$ cat config.mk
export PLATFORM = sky130hd
export DESIGN_NAME = rca_seq_ctrl
export DESIGN_NICKNAME = d
export VERILOG_FILES = /design/src/rtl/rca_pkg.sv /design/src/rtl/rca_seq_ctrl_rca.sv /design/src/rtl/rca_seq_ctrl.sv
export SDC_FILE = /design/constraint.sdc
export NUM_CORES = 1
export LEC_CHECK = 0
export ABC_AREA = 1
export BUFFER_PORTS_ARGS = -buffer_cell sky130_fd_sc_hd__clkbuf_2
export CAP_MARGIN = 20
export CORE_ASPECT_RATIO = 1.1
export CORE_MARGIN = 1
export CORE_UTILIZATION = 30
export DETAILED_ROUTE_END_ITERATION = 8
export GPL_TIMING_DRIVEN = 0
export PLACE_DENSITY = 0.56
export SYNTH_ARGS = -nofsm -noshare
export SYNTH_HDL_FRONTEND = slang
export SYNTH_SLANG_ARGS = --single-unit
export TNS_END_PERCENT = 50
$ cat constraint.sdc
create_clock -name clk -period 2.6 [get_ports clk]
set_clock_uncertainty 0.1 [all_clocks]
set_input_delay 0.26 -clock clk [delete_from_list [all_inputs] [get_ports clk]]
set_output_delay 0.26 -clock clk [all_outputs]
set_load 0.02 [all_outputs]
$ cat src/rtl/rca_pkg.sv
// Shared types and helpers for the word-serial ripple-carry adder sequencer.
// The index-width helper keeps the word counter sized to the word count.
package rca_pkg;

  typedef enum logic [1:0] {IDLE, RUN, DONE} rca_seq_state_t;

  function automatic int idx_width(input int words);
    return (words > 1) ? $clog2(words) : 1;
  endfunction

endpackage

$ cat src/rtl/rca_seq_ctrl_rca.sv
// Single WIDTH-bit ripple-carry adder slice, reused once per word by the sequencer.
module rca #(
  parameter int WIDTH = 8
) (
  input  logic             cin,
  input  logic [WIDTH-1:0] a,
  input  logic [WIDTH-1:0] b,
  output logic [WIDTH-1:0] s,
  output logic             cout
);

  assign {cout, s} = {1'b0, a} + {1'b0, b} + {{WIDTH{1'b0}}, cin};

endmodule

$ cat src/rtl/rca_seq_ctrl.sv
// Word-serial wide adder: one WIDTH-bit slice is reused for WORDS cycles,
// least significant word first, with the carry held in a register between words.
module rca_seq_ctrl
  import rca_pkg::*;
#(
  parameter int WIDTH = 8,
  parameter int WORDS = 4
) (
  input  logic                   clk,
  input  logic                   reset,
  input  logic                   in_valid,
  output logic                   in_ready,
  input  logic                   cin,
  input  logic [WIDTH*WORDS-1:0] a,
  input  logic [WIDTH*WORDS-1:0] b,
  output logic                   out_valid,
  input  logic                   out_ready,
  output logic [WIDTH*WORDS-1:0] s,
  output logic                   cout,
  output logic                   busy
);

  localparam int TW = WIDTH * WORDS;
  localparam int IW = idx_width(WORDS);
  localparam logic [IW-1:0] LAST_IDX = IW'(WORDS - 1);

  rca_seq_state_t state, state_next;

  logic [TW-1:0]    opa;
  logic [TW-1:0]    opb;
  logic             carry;
  logic [IW-1:0]    idx;
  logic [WIDTH-1:0] slice_s;
  logic             slice_cout;
  logic             last_word;

  assign last_word = (idx == LAST_IDX);

  rca #(.WIDTH(WIDTH)) u_rca (
    .cin  (carry),
    .a    (opa[WIDTH-1:0]),
    .b    (opb[WIDTH-1:0]),
    .s    (slice_s),
    .cout (slice_cout)
  );

  always_comb begin
    state_next = state;
    case (state)
      IDLE:    if (in_valid)  state_next = RUN;
      RUN:     if (last_word) state_next = DONE;
      DONE:    if (out_ready) state_next = IDLE;
      default:                state_next = IDLE;
    endcase
  end

  assign in_ready  = (state == IDLE);
  assign busy      = (state == RUN);
  assign out_valid = (state == DONE);

  // The index holds at the last word instead of wrapping, so it never aliases word 0.
  always_ff @(posedge clk) begin
    if (reset) begin
      state <= IDLE;
      opa   <= '0;
      opb   <= '0;
      carry <= 1'b0;
      idx   <= '0;
      s     <= '0;
      cout  <= 1'b0;
    end else begin
      state <= state_next;
      case (state)
        IDLE: begin
          if (in_valid) begin
            opa   <= a;
            opb   <= b;
            carry <= cin;
            idx   <= '0;
          end
        end
        RUN: begin
          for (int w = 0; w < WORDS; w++) begin
            if (idx == IW'(w)) s[w*WIDTH +: WIDTH] <= slice_s;
          end
          carry <= slice_cout;
          opa   <= opa >> WIDTH;
          opb   <= opb >> WIDTH;
          if (last_word) begin
            cout <= slice_cout;
          end else begin
            idx <= idx + 1'b1;
          end
        end
        default: ;
      endcase
    end
  end

endmodule

Yosys cells after proc, flatten, opt, wreduce, memory -nomap -nowiden. Index checks and enable logic that the tools add are counted.

Word-level logic and storage cells: 45. Bits of input ports: 69. Register bits: 102.

Equal/unequal tests: 9. Reductions and logical operators: 10. Mux-type cells: 13. Add/sub/neg operators: 3.

Operators by type and width (count): $pmux 32 s2 (2); $mux 32 (2); $mux 2 (5); $reduce_and 2->1 (5); $add 8x8->9 (1); $add 9x1->9 (1); $eq 2x2->1 const B (3); $pmux 2 s3 (1); $reduce_and 3->1 (2); $eq 2x1->1 const B (2); $logic_not 2->1 (2); $ne 2x1->1 const B (2); $ne 2x2->1 const B (2); $pmux 2 s2 (1); $add 2x1->2 const B (1); $pmux 1 s2 (1); $reduce_bool 2->1 (1); $mux 1 (1).

Logic depth before layout (Yosys ltp).
Depth after elaboration: 3. Gate-level depth with buffers: 10. Gate-level depth less buffers: 10.

Hierarchy. A second synthesis with hierarchy kept.

Cells, all modules: 745. Area total of the unflattened synthesis: 4827.1 um^2.

By module, submodules not included: rca_seq_ctrl (instances 1, area each 4443.0 um^2, sequential area each 2042.0 um^2, cells each 686); rca (instances 1, area each 384.1 um^2, sequential area each 0.0 um^2, cells each 59).

Least setup slack after synthesis. Ideal clock, no wire load.

Path type: reg-to-reg. From: register opa[0]. To: register s[12]. Arrival: 1.720 ns. Period minus slack after synthesis: 1.929 ns. Setup time: 0.109 ns. Cell stages (with the launch flop): 9. Slack: 0.671 ns. Data required time: 2.391 ns. Buffers on the path: 0. Cells stage by stage: dfxtp_1 -> fa_1 -> fa_1 -> nand3_1 -> nand2_1 -> xnor2_1 -> nand2_1 -> nand2_1 -> inv_1.

Longest elaborated chain between the ends: 2.

Ends and longest elaborated chain: start: declaration (line rca_seq_ctrl.sv:29) `logic [TW-1:0] opa;`; start signal: assignment (line rca_seq_ctrl.sv:87) `opa <= opa >> WIDTH;`; $add 8x8->9 (line rca_seq_ctrl_rca.sv:12) `assign {cout, s} = {1'b0, a} + {1'b0, b} + {{WIDTH{1'b0}}, cin};`; $add 9x1->9 (line rca_seq_ctrl_rca.sv:12); end signal: indexed assignment (line rca_seq_ctrl.sv:84) `if (idx == IW'(w)) s[w*WIDTH +: WIDTH] <= slice_s;`; end: declaration (line rca_seq_ctrl.sv:18) `output logic [WIDTH*WORDS-1:0] s,`.

Every way passes these cells. A chain may end at the register's enable or synchronous reset.

Worst setup path after layout. Ends and elaborated chain as after synthesis.

==> qor.txt <==
RSZ-0062 raised after global routing - false
max cap viols - 0
clock slew at reported path FFs - 0.07 ns
Starting Density - 0.312
Post-Syn Area per Cell - 7.94 um^2
Min-Delay Path Class - in2reg
most frequent cells in the layout - clkbuf_2 (103), dfxtp_1 (102), nand2_1 (85)
max incr delay on CP - 0.46 ns
clk_lat worst skew - 0.35 ns
DR iter-0 viols - 221
Reg power frac - 0.443
Final Max Tran Viols - 0
number of global-route vias before repair - 4025
setup TNS - 0 ns
Comb pwr share - 0.188
worst slack, placed - 0.367 ns
Synth Warn # - 0
Final WS setup - 0.377 ns
largest net degree at the start of global routing - 16
average wire per standard cell - 14.5 um
layout cells sized above 1 - 0.230
# diodes - 0
Syn Nets - 634
Max clock buf depth - 2
Buf/Inv on CP - 1
GRT overflow - 0
Seq/Total Area, Yosys - 0.466
ranking of synthesized cells by area - dfxtp_1 (47%), a21oi_1 (9.4%), nand2_1 (7.3%)
detail-routed via count per cell - 4.90
Root Buffer - clkbuf_16
Startpoint Class - flop
final layout net count - 748
Total GRT Usage - 0.174
Hold Buf Count CTS - 0
IO Port Bufs - 103
Detail Placement HPWL - 9.55 mm
# IOs - 105
DRC Markers - 0
min cycle time layout - 2.22 ns
crit path DAT - 2.37 ns
Die Wd - 117 um
headroom to the max-slew limit - 0.616
pwr dens - 740 nW/um^2
#FFs+latches synth - 102
Net Switching - 1.12 mW
worst-path maximum fanout - 4
Clock Sinks - 102
core outline area - 14000 um^2
CTS buffer count - 9
Final Setup Violations - 0
Synth area leader - dfxtp_1
critical path cell sequence - fa_1 -> fa_1 -> nand3_1 -> nand2_1 -> xnor2_1 -> nand2_1 -> nand2_1 -> inv_1
cts repair resizes - 0
fmax - 450 MHz
CTS H-tree depth - 3
outcome - complete, no violations
Max VDD drop - 329 uV
Die Y - 129 um
first-pass GRT wire length - 19.9 mm
mapped cell area - 4380 um^2
Synth top area share - 0.466
Antenna Violating Nets Remaining - 0
Fin. Hold Viols - 0
most common cell after layout, fill and taps aside - clkbuf_2
Layout area overhead - 24.6%
setup bufs post-CTS - 0
Vias - 4196
fin util - 0.389
Worst Max-Slew Pin Slew - 0.576 ns
crit path capture type - flop
final wirelength - 12.5 mm
post-route clock period utilization - 0.855
FP Rows - 45
CTS tree - built
Pre-Repair DR Iteration Count - 5
Critical Path Slowest Stage Cell - fa_1
initial antenna violation count - 0
Hold WS - 0.0380 ns
leakage power - 2.53 nW
part of the power in the clock network - 0.369
GPL Wtd Cong - 0.785
Crit path required time - 2.75 ns
post-synthesis cell count - 552
count of different cell masters after synthesis - 25
crit path kind - reg2reg
sw frac - 0.278
die area - 15100 um^2
Internal - 2.91 mW
most common cell type on the critical path - nand2_1
crit-path leading delay family - adder cells
==> synth_stat cells <==
| master | n |
|---|---|
| or2_2 | 1 |
| o22ai_1 | 48 |
| xor2_1 | 1 |
| nor2_1 | 10 |
| nand2_1 | 85 |
| nand3_1 | 35 |
| ha_1 | 11 |
| clkbuf_1 | 13 |
| fa_1 | 2 |
| inv_1 | 44 |
| nor2_2 | 1 |
| xnor2_1 | 2 |
| o21a_1 | 20 |
| o21ai_0 | 54 |
| buf_4 | 4 |
| buf_1 | 2 |
| nand2_2 | 4 |
| o211ai_1 | 1 |
| nor2_4 | 2 |
| a21oi_1 | 82 |
| o21ai_1 | 3 |
| dfxtp_1 | 102 |
| buf_2 | 17 |
| buf_6 | 3 |
| inv_2 | 5 |
==> worst register-to-register path: cells and delay by family, from the launching register on <==
kind | cells | cell delay [ns]
xor gates and xnor gates | 1 | 0.40
adders and majority gates | 2 | 0.87
buffers and inverters | 1 | 0.03
DFF | 1 | 0.34
and+or+nand+nor | 4 | 0.39
==> flip-flops by register name (all words and copies together) (netlist names) <==
signal  cells
opa        32
opb        32
s          32
carry       1
cout        1
idx         2
state       2
==> power by group through the flow <==
stage,Clock [mW],Combinational (mW),Sequential [mW]
after floorplan,0,0.490,1.83
after global placement,0,0.747,1.82
after detailed placement,0,0.759,1.82
after CTS,1.53,0.764,1.79
after global routing,1.59,0.851,1.80
final,1.49,0.759,1.79
==> path summary, 6_finish.rpt <==
check / from / cells after the start / slack (ns) / endpoint
worst min-delay path: a[26] / 3 / 0.04 / opa[26]
worst min register to register: s[8] / 2 / 0.37 / s[8]
worst max-delay path: opa[0] / 8 / 0.38 / s[12]
worst max register to register: opa[0] / 8 / 0.38 / s[12]
==> cell families after synthesis <==
family,Yosys count,share of synthesized area
buffers and inverters,88,0.0888
AND/OR/NAND/NOR,138,0.135
XOR/XNOR,3,0.00600
flip-flops,102,0.466
adder cells (fa/ha/maj),13,0.0406
AO/OA/AOI/OAI,208,0.263
==> per-layer routing <==
layer,GRT usage,up-vias,part of all wire,routed length [um]
met1,0.218,1945,0.46,5670
met5,0,-,0,0
met2,0.289,129,0.47,5890
li1,-,2116,-,-
met3,0.0485,6,0.063,789
met4,0.0506,0,0.0084,104
==> cell type report <==
type	instances	area [um^2]
Tap cell	188	235
Clock buffer	9	225
Timing Repair Buffer	103	515
Multi-Input combinational cell	362	1950
Inverter	49	184
Sequential cell	102	2040
Fill cell	1518	8560
Clock inverter	5	100
Buffer	39	205
==> metrics by stage <==
step	cells	area (um^2)	power (mW)
floorplan	552	4380	2.32
global placement	843	5130	2.56
detailed placement	843	5130	2.58
CTS	857	5460	4.08
global route	857	5460	4.24
finish	857	5460	4.04
(Power assumes the default switching activity.)
